## src/rtl/cpu_pkg.sv

```systemverilog
// Shared decode constants, field layout and skid-stage state encoding.
// Imported by the IF/ID stage and later pipeline stages.
package cpu_pkg;

   typedef enum logic [1:0] {
      ST_EMPTY = 2'd0,
      ST_ONE   = 2'd1,
      ST_TWO   = 2'd2
   } skid_state_t;

   localparam logic [5:0] OP_ANDI = 6'h0C;
   localparam logic [5:0] OP_ORI  = 6'h0D;
   localparam logic [5:0] OP_XORI = 6'h0E;

   localparam int OPCODE_LSB = 26;
   localparam int RS_LSB     = 21;
   localparam int RT_LSB     = 16;
   localparam int RD_LSB     = 11;
   localparam int SHAMT_LSB  = 6;
   localparam int FUNC_LSB   = 0;
   localparam int IMM16_LSB  = 0;

   localparam int OPCODE_W = 6;
   localparam int REG_W    = 5;
   localparam int FUNC_W   = 6;
   localparam int IMM16_W  = 16;

   typedef struct packed {
      logic [OPCODE_W-1:0] opcode;
      logic [REG_W-1:0]    rs;
      logic [REG_W-1:0]    rt;
      logic [REG_W-1:0]    rd;
      logic [REG_W-1:0]    shamt;
      logic [FUNC_W-1:0]   func;
      logic [IMM16_W-1:0]  imm16;
   } dec_t;

   function automatic dec_t decode_fields(input logic [31:0] w);
      dec_t d;
      d.opcode = w[OPCODE_LSB +: OPCODE_W];
      d.rs     = w[RS_LSB     +: REG_W];
      d.rt     = w[RT_LSB     +: REG_W];
      d.rd     = w[RD_LSB     +: REG_W];
      d.shamt  = w[SHAMT_LSB  +: REG_W];
      d.func   = w[FUNC_LSB   +: FUNC_W];
      d.imm16  = w[IMM16_LSB  +: IMM16_W];
      return d;
   endfunction

   // Logical immediates are unsigned; everything else sign-extends.
   function automatic logic is_zero_ext(input logic [OPCODE_W-1:0] op);
      return (op == OP_ANDI) || (op == OP_ORI) || (op == OP_XORI);
   endfunction

endpackage

```

## src/rtl/imm_extender.sv

```systemverilog
// Immediate extender: 16-bit immediate to IMM_W, zero- or sign-extended by opcode.
// Latency 0 (combinational); no handshake, so no backpressure.
module imm_extender
   import cpu_pkg::*;
#(
   parameter int IMM_W = 32
) (
   input  logic [OPCODE_W-1:0] opcode,
   input  logic [IMM16_W-1:0]  imm,
   output logic [IMM_W-1:0]    imm_ext
);

   if (IMM_W < 16) begin : g_bad_imm_w
      $error("imm_extender: IMM_W must be at least 16");
   end

   always_comb begin
      imm_ext = IMM_W'($signed(imm));
      if (is_zero_ext(opcode)) begin
         imm_ext = IMM_W'(imm);
      end
   end

endmodule

```

## src/rtl/if_id_skid_reg.sv

```systemverilog
// IF/ID two-entry skid register with decode; latency 1 cycle in to out_valid.
// Backpressure: in_ready is registered and drops only when both entries are full.
module if_id_skid_reg
   import cpu_pkg::*;
#(
   parameter int INSTR_W = 32,
   parameter int PC_W    = 32,
   parameter int IMM_W   = 32
) (
   input  logic               clk,
   input  logic               rst,
   input  logic               in_valid,
   output logic               in_ready,
   input  logic [INSTR_W-1:0] instruction,
   input  logic [PC_W-1:0]    in_pc,
   input  logic               flush,
   output logic               out_valid,
   input  logic               out_ready,
   output logic [5:0]         opcode,
   output logic [5:0]         func,
   output logic [4:0]         rs,
   output logic [4:0]         rt,
   output logic [4:0]         rd,
   output logic [4:0]         shamt,
   output logic [15:0]        jump_address,
   output logic [PC_W-1:0]    out_pc,
   output logic [IMM_W-1:0]   imm_ext
);

   if (INSTR_W != 32) begin : g_bad_instr_w
      $error("if_id_skid_reg: INSTR_W must be 32 for the fixed field layout");
   end

   skid_state_t        state_q, state_d;
   logic               in_ready_q;
   logic [INSTR_W-1:0] main_instr_q, skid_instr_q;
   logic [PC_W-1:0]    main_pc_q, skid_pc_q;
   logic               in_xfer, out_xfer;
   logic               load_main_in, load_main_skid, load_skid;
   dec_t               dec;

   assign in_ready  = in_ready_q;
   assign out_valid = (state_q != ST_EMPTY);
   assign in_xfer   = in_valid && in_ready_q;
   assign out_xfer  = out_valid && out_ready;

   always_comb begin
      state_d        = state_q;
      load_main_in   = 1'b0;
      load_main_skid = 1'b0;
      load_skid      = 1'b0;
      if (flush) begin
         state_d = ST_EMPTY;
      end else begin
         case (state_q)
            ST_EMPTY: begin
               if (in_xfer) begin
                  load_main_in = 1'b1;
                  state_d      = ST_ONE;
               end
            end
            ST_ONE: begin
               case ({in_xfer, out_xfer})
                  2'b11: load_main_in = 1'b1;
                  2'b10: begin
                     load_skid = 1'b1;
                     state_d   = ST_TWO;
                  end
                  2'b01: state_d = ST_EMPTY;
                  default: state_d = ST_ONE;
               endcase
            end
            ST_TWO: begin
               // in_ready is low here, so only the drain side can move.
               if (out_xfer) begin
                  load_main_skid = 1'b1;
                  state_d        = ST_ONE;
               end
            end
            default: state_d = ST_EMPTY;
         endcase
      end
   end

   always_ff @(posedge clk or posedge rst) begin
      if (rst) begin
         state_q    <= ST_EMPTY;
         in_ready_q <= 1'b1;
      end else begin
         state_q    <= state_d;
         in_ready_q <= (state_d != ST_TWO);
      end
   end

   // Payload is not cleared on flush; out_valid alone marks it stale.
   always_ff @(posedge clk or posedge rst) begin
      if (rst) begin
         main_instr_q <= '0;
         main_pc_q    <= '0;
         skid_instr_q <= '0;
         skid_pc_q    <= '0;
      end else begin
         if (load_main_in) begin
            main_instr_q <= instruction;
            main_pc_q    <= in_pc;
         end else if (load_main_skid) begin
            main_instr_q <= skid_instr_q;
            main_pc_q    <= skid_pc_q;
         end
         if (load_skid) begin
            skid_instr_q <= instruction;
            skid_pc_q    <= in_pc;
         end
      end
   end

   assign dec          = decode_fields(main_instr_q[31:0]);
   assign opcode       = dec.opcode;
   assign func         = dec.func;
   assign rs           = dec.rs;
   assign rt           = dec.rt;
   assign rd           = dec.rd;
   assign shamt        = dec.shamt;
   assign jump_address = dec.imm16;
   assign out_pc       = main_pc_q;

   imm_extender #(
      .IMM_W (IMM_W)
   ) u_imm_extender (
      .opcode  (dec.opcode),
      .imm     (dec.imm16),
      .imm_ext (imm_ext)
   );

endmodule

```

## config.mk

```make
export PLATFORM = sky130hd
export DESIGN_NAME = if_id_skid_reg
export DESIGN_NICKNAME = d
export VERILOG_FILES = /design/src/rtl/cpu_pkg.sv /design/src/rtl/imm_extender.sv /design/src/rtl/if_id_skid_reg.sv
export SDC_FILE = /design/constraint.sdc
export NUM_CORES = 1
export LEC_CHECK = 0
export CAP_MARGIN = 25
export CORE_ASPECT_RATIO = 1.25
export CORE_MARGIN = 2
export CORE_UTILIZATION = 25
export DETAILED_ROUTE_END_ITERATION = 6
export GPL_TIMING_DRIVEN = 1
export SYNTH_ARGS = -nofsm -noshare
export SYNTH_HDL_FRONTEND = slang
export SYNTH_SLANG_ARGS = --single-unit
```

## constraint.sdc

```tcl
create_clock -name clk -period 11.5 [get_ports clk]
set_input_delay 1.725 -clock clk [delete_from_list [all_inputs] [get_ports clk]]
set_output_delay 1.725 -clock clk [all_outputs]
set_load 0.02 [all_outputs]
```

# After elaboration in Yosys (flattened, before gate mapping)

Index checks and enable logic that the tools add are counted.

Mux-type cells: 20
Equality and inequality tests: 9
Reductions and logical operators: 7

Operator list:

| cell                                                             | count |
|---|---|
| 32-bit 2-to-1 mux                                                | 5 |
| 6-bit by 4-bit == test with 1-bit output (second input constant) | 3 |
| 2-bit case mux with 3 select lines                               | 2 |
| 1-bit 2-to-1 mux                                                 | 9 |
| 2-bit == test (second input constant)                            | 3 |
| 2-bit 2-to-1 mux                                                 | 3 |
| 2-bit by 1-bit == test with 1-bit output (second input constant) | 2 |
| 2-bit nonzero test                                               | 2 |
| 1-bit logical AND                                                | 2 |
| 2-bit logical NOT                                                | 1 |
| 1-bit logical OR                                                 | 2 |
| 2-bit inequality test (second input constant)                    | 1 |
| 1-bit case mux with 2 select lines                               | 1 |

Output and inout port bits: 114
Bits in registers: 131
Logic and storage cells: 42
Input port bits: 69

# Longest topological paths before layout

Gate-level depths: netlist of run 1.

Word-level depth: 7
Mapped depth: 10
Depth with buffers taken out: 7

# Hierarchy

From an unflattened synthesis of run 1, not the netlist that was laid out.

Cells, all modules: 421
Area, all modules: 6108.4 um^2

By module, submodules not included:

| module         | cells an instance | area an instance (um^2) | seq. area each (um^2) | times used |
|---|---|---|---|---|
| if_id_skid_reg | 386               | 5848.1                  | 3279.4                | 1 |
| imm_extender   | 35                | 260.2                   | 0.0                   | 1 |

# Worst setup path after synthesis of run 1

OpenSTA, ideal clock, no wires.

Path type: register to output
From: register main_instr_q[29]
To: output port imm_ext[17]
Required time: 9775 ps
Path buffers: 1
Stages on the path, launching flop included: 5
Arrival time: 1686 ps
Slack: 8089 ps
Path through: dfrtp_1 > nand2_1 > a2111oi_0 > nor2b_1 > buf_4

Longest elaborated chain between the ends: 4
Elaborated cells between the ends (all ways): 6
Classes of those cells: 3 x eq/ne; 1 x mux; 2 x reduce/logical

Ends and longest elaborated chain:

| element                                  | line                  | source |
|---|---|---|
| from (decl)                              | if_id_skid_reg.sv:36  | `logic [INSTR_W-1:0] main_instr_q, skid_instr_q;` |
| from (signal assigned)                   | if_id_skid_reg.sv:104 | `main_instr_q <= instruction;` |
| from (signal assigned)                   | if_id_skid_reg.sv:107 | `main_instr_q <= skid_instr_q;` |
| 6-bit by 4-bit == test with 1-bit output | cpu_pkg.sv:52         | `return (op == OP_ANDI) \|\| (op == OP_ORI) \|\| (op == OP_XORI);` |
| 1-bit logical OR                         | cpu_pkg.sv:52         |  |
| 1-bit logical OR (*)                     | cpu_pkg.sv:52         |  |
| 32-bit 2-to-1 mux (*)                    | imm_extender.sv:19    | `if (is_zero_ext(opcode)) begin` |
| to (decl)                                | if_id_skid_reg.sv:27  | `output logic [IMM_W-1:0] imm_ext` |

Every way passes the cells marked *; elsewhere a longest branch is shown, timed or not.

# Worst setup path in the final report of run 1

From: register main_instr_q[29]
To: output port imm_ext[19]

The elaborated chain is that of the path after synthesis.

==> results of run 1 <==
worst max-delay path: stages (launching register included):
cell and delay, ns:
dfrtp_1 0.42, nand2_1 0.09, a2111oi_0 0.08, nor2b_1 0.66, clkdlybuf4s50_1 0.76
layout make-up:
class,count,area [um^2]
Tap cell,288,360
Sequential cell,131,3280
Inverter,4,20.0
Multi-Input combinational cell,220,2070
Timing Repair Buffer,189,1910
Fill cell,2167,14800
Clock buffer,21,460
Clock inverter,10,133
synth_stat cells, drive strengths merged, types with 2 or more instances:
cell type | instances | area, um^2
a21boi | 2 | 15.0
nand3b | 3 | 22.5
inv | 4 | 15.0
a221o | 64 | 714
nand2 | 4 | 15.0
nor2 | 3 | 11.3
mux2 | 64 | 721
clkbuf | 9 | 33.8
dfrtp | 130 | 3250
ha | 2 | 25.0
buf | 66 | 487
and4bb | 2 | 28.8
and2 | 66 | 413
path summary, 6_finish.rpt:
check / startpoint / to / slack (ns)
max in group asynchronous: rst / main_instr_q[24] / 8.68
min in group asynchronous: rst / main_instr_q[10] / 1.72
hold reg to reg: skid_instr_q[16] / skid_instr_q[16] / 0.49
setup / recovery: main_instr_q[29] / imm_ext[19] / 7.36
setup reg to reg: state_q[0] / skid_pc_q[9] / 8.55
hold / removal: skid_instr_q[16] / skid_instr_q[16] / 0.49
routing by layer:
layer	wire length [um]	vias to the layer above	track usage [%]
met4	143	0	4.04
met3	928	9	3.95
met1	5910	2000	13.6
met5	0	-	0
li1	-	1796	-
met2	6800	122	19.4
flip-flops by register name (all words and copies together) (netlist names):
signal        flops
skid_pc_q        32
skid_instr_q     32
out_pc           32
in_ready          1
main_instr_q     32
state_q           2
stage by stage:
stage	util [%]	cells	hold WS [ns]	power [W]
6_report	35.7	863	0.494	0.00169
2_1_floorplan	-	430	0.472	0.000967
3_3_place_gp	32.9	830	0.480	0.00115
5_1_grt	35.7	863	0.505	0.00178
3_5_place_dp	33.1	832	0.487	0.00116
4_1_cts	35.7	863	0.500	0.00172
power groups by stage:
stage	logic (W)	clock network, W	registers, W
finish	0.000486	0.000546	0.000658
global route	0.000515	0.000585	0.000677
CTS	0.000494	0.000564	0.000661
detailed placement	0.000493	0	0.000667
global placement	0.000484	0	0.000662
floorplan	0.000259	0	0.000708
cells by family (layout without fill, tap and decap cells):
logic type	Yosys count	count (layout)	synth area share, %
fa+ha+maj	2	2	0.426
flops	131	131	55.9
buf+inv	79	224	9.13
mux	64	64	12.3
simple gates	83	83	8.96
compound gates	71	71	13.3
cells in the final DEF (no fill, tap or decap), drive strengths merged, types with 2 or more instances in the layout:
master         netlist  final
nand2                4      4
dfrtp              130    130
clkinv               0      4
and2                66     66
clkbuf               9     21
and4bb               2      2
a221o               64     64
inv                  4      4
mux2                64     64
nor2                 3      3
a21boi               2      2
clkinvlp             0      3
ha                   2      2
nand3b               3      3
bufinv               0      3
clkdlybuf4s50        0    182
buf                 66      7
==> results.md, run 1 <==
* Status: finished, final reports clean
* #FFs+latches synth at 131
* Min-delay worst type: flop to flop
* Syn nets at 501
* DP HPWL at 9.45 mm
* Critical path class: flop to output port
* Worst endpoint required time at slightly below 10 ns
* Pre-CTS setup slack at 7.03 ns
* Arrival time at the worst endpoint at 2.41 ns
* Int Pwr at 0.00121 W
* FF-to-FF path depth at 8
* Clock Power Share at 32.3%
* Post-route clock period utilization at 36.0%
* Inserted Clock Buffers at 17
* Row count at 62
* Die X at 141 um
* Antenna Cells at 0
* GRT Total Usage at 11.5%
* Final clock skew at 0.00486 ns
* Sequential share of power at 38.9%
* Pleak at 3.40 nW
* DRT Pass-1 Iters at 4
* Relative slew slack at between 40% and 50%
* Fin nets at 634
* # DRC at 0
* Asr flop ratio synth at 100%
* Peak Freq at 0.242 GHz
* RSZ-0062 raised after global routing: no
* Per-cell routed wire length at 16.0 um
* VDD IR-drop max at 0.100 mV
* P_sw at 0.000479 W
* Vias/cell at 4.55
* DP Area at 0.00763 mm^2
* Clock buffer depth at 2
* Initial Util at 25.5%
* Initial antenna violation count at 0
* Min Tclk post-route at 4.14 ns
* GP Congestion at 0.704
* Clk sinks at 131
* Syn Inst Count at 430
* I/O Buffers at 182
* Syn_area_per_cell at 13.6 um^2
* First-pass GRT wire length at 22.4 mm
* Largest net degree at the start of global routing at 65
* Post-synth EDFFs at 0
* PostCTS Resize Cnt at 0
* H-tree Lvls at 4
* Number of global-route vias before repair at 4125
* CTS tree: yes
* Ys flop type: dfrtp_1
* Crit-path max FO at 16
* Synthesized cell area at 0.00587 mm^2
* Final setup violating endpoints at 0
* Layout area overhead at 40.2%
* Worst-margin pin slew at 0.809 ns
* Post-CTS setup buffers at 0
* Final hold violations at 0
* Crit. End Element: output port
* Reg clk slew, reported paths at 0.05 ns
* Final Slew Violations at 0
* Via count at 3927
* Max Cap Viol at 0
* Core Area at 0.0230 mm^2
* Gate power share at 28.8%
* Count of different cell masters after synthesis at 30
* WL final at 13.8 mm
* Fin area at 0.00823 mm^2
* Die H at 175 um
* Final ANT Viol Nets at 0
* Pwr/cell area at 206 mW/mm^2
* Crit path launch type: flop
* Setup ws final at 7.36 ns
* Switching share of power at between 20 and 30%
* Hold-fix buffer count after cts at 0
* Clk_lat worst skew at 0.41 ns
* Share of post-route cells with drive strength above 1 at 28.9%
* Hold path depth at 1
* Setup TNS at 0 ns
* CTS Root Cell: clkbuf_16
* DRT iter0 DRCs at 127
* I/O pin cnt at 183
* Die ar. at around 0.025 mm^2
* GRT overflow at 0
* Ys Warns at 0
* Register area share after synthesis at a little under three fifths
(Power assumes the default switching activity.)
==> run 2, diff against run 1 <==
==> constraint.sdc (replaced) <==
create_clock -name clk -period 3.8 [get_ports clk]
set_input_delay 0.57 -clock clk [delete_from_list [all_inputs] [get_ports clk]]
set_output_delay 0.57 -clock clk [all_outputs]
set_load 0.02 [all_outputs]
==> run 2 against run 1 <==
  * Flip-flop and latch count unchanged
  * Sequential share of layout area down 0.37 points
  * Critical path depth did not move
  * Via count barely moved
  * Utilization up 0.34 points
  * Register-to-register slack got worse by 7.4 ns
  * Largest power group unchanged
  * Critical endpoint is now imm_ext[30]
  * Die area unchanged
  * Final cell count did not move
  * Critical path type unchanged
  * Routed wire length up 2.3%
==> results.md, run 2 (synthesis results as in run 1) <==
* Final ANT Viol Nets at 0
* Fillcell total at 2176
* Setup TNS at 0 ns
* Fin nets at 635
* Hold-fix buffer count after cts at 0
* Core Area at 0.0230 mm^2
* Critical-path cell with the highest stage delay: clkdlybuf4s50_1
* Initial antenna violation count at 0
* Reg clk slew, reported paths at 0.05 ns
* Non-Filler Instances at 863
* Min-delay worst type: flop to flop
* Commonest non-fill, non-tap cell in the layout: clkdlybuf4s50_1
* CTS tree: yes
* Hold path depth at 1
* Int Pwr at 0.00378 W
* Critical path class: flop to output port
* Per-cell routed wire length at between 15 and 20 um
* Arrival time at the worst endpoint at 2.41 ns
* Number of global-route vias before repair at approximately 4200
* First-pass GRT wire length at 22.5 mm
* Layout area overhead at 41.5%
* Initial Util at 25.5%
* DRT iter0 DRCs at 96
* Row count at 62
* CTS Root Cell: clkbuf_16
* Max Cap Viol at 0
* Worst hold margin at 0.494 ns
* Peak Freq at 0.336 GHz
* CP cell instances: nand2_1 > a2111oi_0 > nor2b_1 > clkdlybuf4s50_1
* GRT overflow at 0
* Min-delay src: skid_instr_q[18]
* Inserted Clock Buffers at 17
* Die H at about 180 um
* Worst endpoint required time at 3.23 ns
* Crit path launch type: flop
* Final setup violating endpoints at 0
* Setup crit start: main_instr_q[29]
* Share of post-route cells with drive strength above 1 at 29.0%
* PostCTS Resize Cnt at 0
* Pwr/cell area at 632 mW/mm^2
* Crit-path max FO at 16
* GP Congestion at 0.713
* Dpl cells at 833
* FF-to-FF path depth at 8
* DP HPWL at roughly 9.4 mm
* Antenna Cells at 0
* Crit. End Element: output port
* Crit path max-delay family: simple AND/OR/NAND/NOR gates
* DRT Pass-1 Iters at 4
* Clk sinks at 131
* P_sw at 0.00147 W
* H-tree Lvls at 4
* Final Slew Violations at 0
* Clock Power Share at roughly a third
* Min Tclk post-route at 2.98 ns
* Post-CTS setup buffers at 0
* Buf+Inv Stages, Crit Path at 1
* Largest net degree at the start of global routing at 65
* Relative slew slack at between 40% and 50%
* Leading cell types in the layout, fill and taps excluded: 182 x clkdlybuf4s50_1, 130 x dfrtp_1, 64 x mux2_2, 62 x and2_1, 59 x a221o_2
* WL final at ~14 mm
* Clock buffer depth at 2
* RSZ-0062 raised after global routing: no
* Vias/cell at 4.55
* CP max stage delay at 0.76 ns
* Status: finished, final reports clean
* Worst-margin pin slew at 0.828 ns
* Flop-to-flop setup slack at 1.11 ns
* Via count at between 3000 and 4000
* Gate power share at 28.2%
* Switching share of power at around 28%
* Die X at between 100 and 150 um
* I/O pin cnt at between 150 and 200
* Pleak at 3.42 nW
* Sequential share of power at 38.1%
* Die ar. at 0.0247 mm^2
* Power Total at 0.00525 W
* VDD IR-drop max at 0.302 mV
* # DRC at 0
* Capturing point of the worst reg2reg path: out_pc[12]
* Post-route clock period utilization at about four fifths
* Reg-to-Reg Start: state_q[0]
* GRT Total Usage at a little under an eighth
* Final clock skew at 0.00774 ns
* Clk_lat worst skew at 0.41 ns
* WHS Endpoint: skid_instr_q[18]
* I/O Buffers at 182
* Final hold violations at 0
-- run 2: changes by cell type in the layout (fill, tap and decap cells not counted), sizes merged --
cell      previous run  this run
bufinv               3         4
buf                  7         8
clkinvlp             3         5
clkbuf              21        22
clkinv               4         0
inv                  4         3
-- run 2: power groups by stage --
| stage | Sequential [W] | Combinational (W) | Clock, W |
|---|---|---|---|
| 2_1_floorplan | 0.00214 | 0.000784 | 0 |
| 3_3_place_gp | 0.00200 | 0.00148 | 0 |
| 3_5_place_dp | 0.00202 | 0.00150 | 0 |
| 4_1_cts | 0.00201 | 0.00150 | 0.00182 |
| 5_1_grt | 0.00205 | 0.00157 | 0.00187 |
| 6_report | 0.00200 | 0.00148 | 0.00176 |
-- run 2: routing by layer --
metal	wire length, um	GRT usage, %
met1	6080	13.8
met2	7050	19.6
met3	809	3.93
met4	152	3.96
met5	0	0
-- run 2: worst max-delay path by stage --
stage / cells past startpoint / endpoint
after global routing: 4 / imm_ext[30]
after global placement: 7 / out_pc[2]
after CTS: 4 / imm_ext[30]
final: 4 / imm_ext[30]
after detailed placement: 7 / out_pc[12]
after floorplan: 9 / main_instr_q[22]
-- run 2: layout make-up --
class                           instances  area [um^2]  share of cell area [%]
Multi-Input combinational cell        220         2070                    24.9
Clock buffer                           22          484                    5.83
Inverter                                4         18.8                   0.226
Clock inverter                          8          150                    1.81
Tap cell                              288          360                    4.34
Sequential cell                       131         3280                    39.5
Timing Repair Buffer                  190         1940                    23.4
-- run 2: per-stage QoR --
stage          worst slack (ns)  util (%)  area (um^2)
2_1_floorplan              1.43         -         5870
3_3_place_gp              0.956      33.3         7670
3_5_place_dp              0.896      33.3         7670
4_1_cts                   0.755      36.0         8300
5_1_grt                   0.610      36.0         8300
6_report                  0.821      36.0         8300
==> run 3, diff against run 2 <==
==> constraint.sdc (replaced) <==
create_clock -name clk -period 2.8 [get_ports clk]
set_input_delay 0.42 -clock clk [delete_from_list [all_inputs] [get_ports clk]]
set_output_delay 0.42 -clock clk [all_outputs]
set_load 0.02 [all_outputs]
==> run 3 against run 2 <==
  * Worst setup slack lost 0.69 ns
  * Final area shrank 0.51%
  * Register-to-register slack worse by 0.65 ns
  * Critical path depth fell by 1
  * Sequential power grew 36%
  * Largest cell class unchanged
==> results.md, run 3 (synthesis results as in run 1) <==
* Max Cap Viol at 0
* I/O pin cnt at between 150 and 200
* DRT iter0 DRCs at 198
* CTS tree: yes
* RSZ-0062 raised after global routing: no
* Min Tclk post-route at 2.67 ns
* Row count at 62
* Initial antenna violation count at 0
* I/O Buffers at 182
* Post-route clock period utilization at 95.2%
* VDD IR-drop max at roughly 0.39 mV
* Routing usage on met2 at 19.5%
* CP cell instances: a2111oi_1 > nor2b_2 > clkdlybuf4s50_1
* Final hold violations at 0
* Clk_lat worst skew at between 0.4 and 0.5 ns
* GP Congestion at 0.731
* Hold path depth at 1
* Initial Util at between 20% and 30%
* First-pass GRT wire length at around 22 mm
* Relative slew slack at 51.9%
* FF-to-FF path depth at 8
* Leading cell types in the layout, fill and taps excluded: 182 x clkdlybuf4s50_1, 130 x dfrtp_1, 64 x mux2_2, 62 x and2_1, 59 x a221o_2
* Core Area at 0.0230 mm^2
* Final setup violating endpoints at 0
* Worst endpoint required time at roughly 2.4 ns
* Die X at roughly 140 um
* Grt met1 use at 13.3%
* Worst-margin pin slew at a little over 0.7 ns
* Global routing's busiest layer: met2
* GRT overflow at 0
* Met3 Track Usage GR at 4.42%
* Clock buffer depth at 2
* Fillcell total at approximately 2200
* CTS Root Cell: clkbuf_16
* WL final at 14.0 mm
* Post-layout util at 35.9%
* Critical-path cell with the highest stage delay: clkdlybuf4s50_1
* Vias/cell at roughly 4.5
* Crit path launch type: flop
* Final ANT Viol Nets at 0
* Via count at just under 4000
* Flop-to-flop setup slack at 0.46 ns
* WHS Endpoint: skid_instr_q[1]
* Capturing point of the worst reg2reg path: main_instr_q[2]
* Die ar. at between 0.02 and 0.025 mm^2
* Status: finished, final reports clean
* Number of global-route vias before repair at 4196
* Final Slew Violations at 0
* Die H at 175 um
* Min-delay src: skid_instr_q[1]
* Clk sinks at 131
* Antenna Cells at 0
* Min-delay worst type: flop to flop
* Reg-to-Reg Start: state_q[0]
* Layout area overhead at 40.8%
* Setup TNS at 0 ns
* Arrival time at the worst endpoint at between 2 and 2.5 ns
* Inserted Clock Buffers at 17
* Pwr/cell area at 842 mW/mm^2
* CP max stage delay at 0.61 ns
* Commonest non-fill, non-tap cell in the layout: clkdlybuf4s50_1
* Share of post-route cells with drive strength above 1 at approximately 29%
* Reg clk slew, reported paths at 0.05 ns
* H-tree Lvls at 4
* Largest net degree at the start of global routing at approximately 130
* Critical path class: flop to output port
* GRT Total Usage at between 10% and 20%
* Pleak at 3.41 nW
* Crit-path max FO at 16
* Peak Freq at about 0.38 GHz
* Fin nets at 637
* Per-cell routed wire length at 16.1 um
* Crit. End Element: output port
* DP HPWL at around 9.5 mm
* # DRC at 0
* Final clock skew at 0.00606 ns
* DRT Pass-1 Iters at 4
-- run 3: repair_timing --
item / 4_1_cts / 5_1_grt
gates resized for setup: 2 / 0
setup endpoints to repair: 16 / 0
buffers inserted: 0 / 0
hold buffers: 0 / 0
-- run 3: cell type report --
cell class                 count  area [um^2]  area share [%]
clock buffer                  22          454            5.50
clock inverter                 9          131            1.59
inverter                       4         18.8           0.227
multi-input combinational    220         2070            25.1
sequential                   131         3280            39.7
tap                          288          360            4.36
timing repair buffer         192         1950            23.6
-- run 3: critical path: cells and delay by family (launching register included) --
family | cells | cell delay, ns
buffers and inverters | 1 | 0.61
DFF | 1 | 0.40
and+or+nand+nor | 1 | 0.24
AOI/OAI and AO/OA | 1 | 0.59
-- run 3: worst max path at each step --
stage | from | end | slack, ns | cells past startpoint
2_1_floorplan | state_q[0] | main_instr_q[22] | 0.43 | 9
3_3_place_gp | in_valid | out_pc[20] | 0.38 | 7
3_5_place_dp | in_valid | out_pc[18] | 0.31 | 7
4_1_cts | main_instr_q[26] | imm_ext[19] | 0.05 | 3
5_1_grt | main_instr_q[26] | imm_ext[28] | 0.01 | 3
6_report | main_instr_q[26] | imm_ext[19] | 0.13 | 3
-- run 3: stage by stage --
step | total power, W | cells | cell area (um^2) | hold slack, ns | worst slack [ns]
floorplan | 0.00397 | 430 | 5870 | 0.472 | 0.431
global placement | 0.00472 | 835 | 7670 | 0.480 | 0.382
detailed placement | 0.00479 | 835 | 7670 | 0.487 | 0.308
CTS | 0.00708 | 866 | 8260 | 0.500 | 0.0538
global route | 0.00731 | 866 | 8260 | 0.511 | 0.0147
finish | 0.00695 | 866 | 8260 | 0.495 | 0.134
-- run 3: layer usage --
| layer | wire length [um] | vias to the layer above |
|---|---|---|
| li1 | - | 1790 |
| met5 | 0 | - |
| met1 | 5760 | 1992 |
| met2 | 7000 | 133 |
| met4 | 272 | 0 |
| met3 | 941 | 18 |
-- run 3: where the power goes --
part,leakage [nW],internal [W],switching (W)
Combinational,1.53,0.00114,0.000885
Clock,0.276,0.00142,0.000804
Sequential,1.61,0.00242,0.000294
Total,3.41,0.00497,0.00198
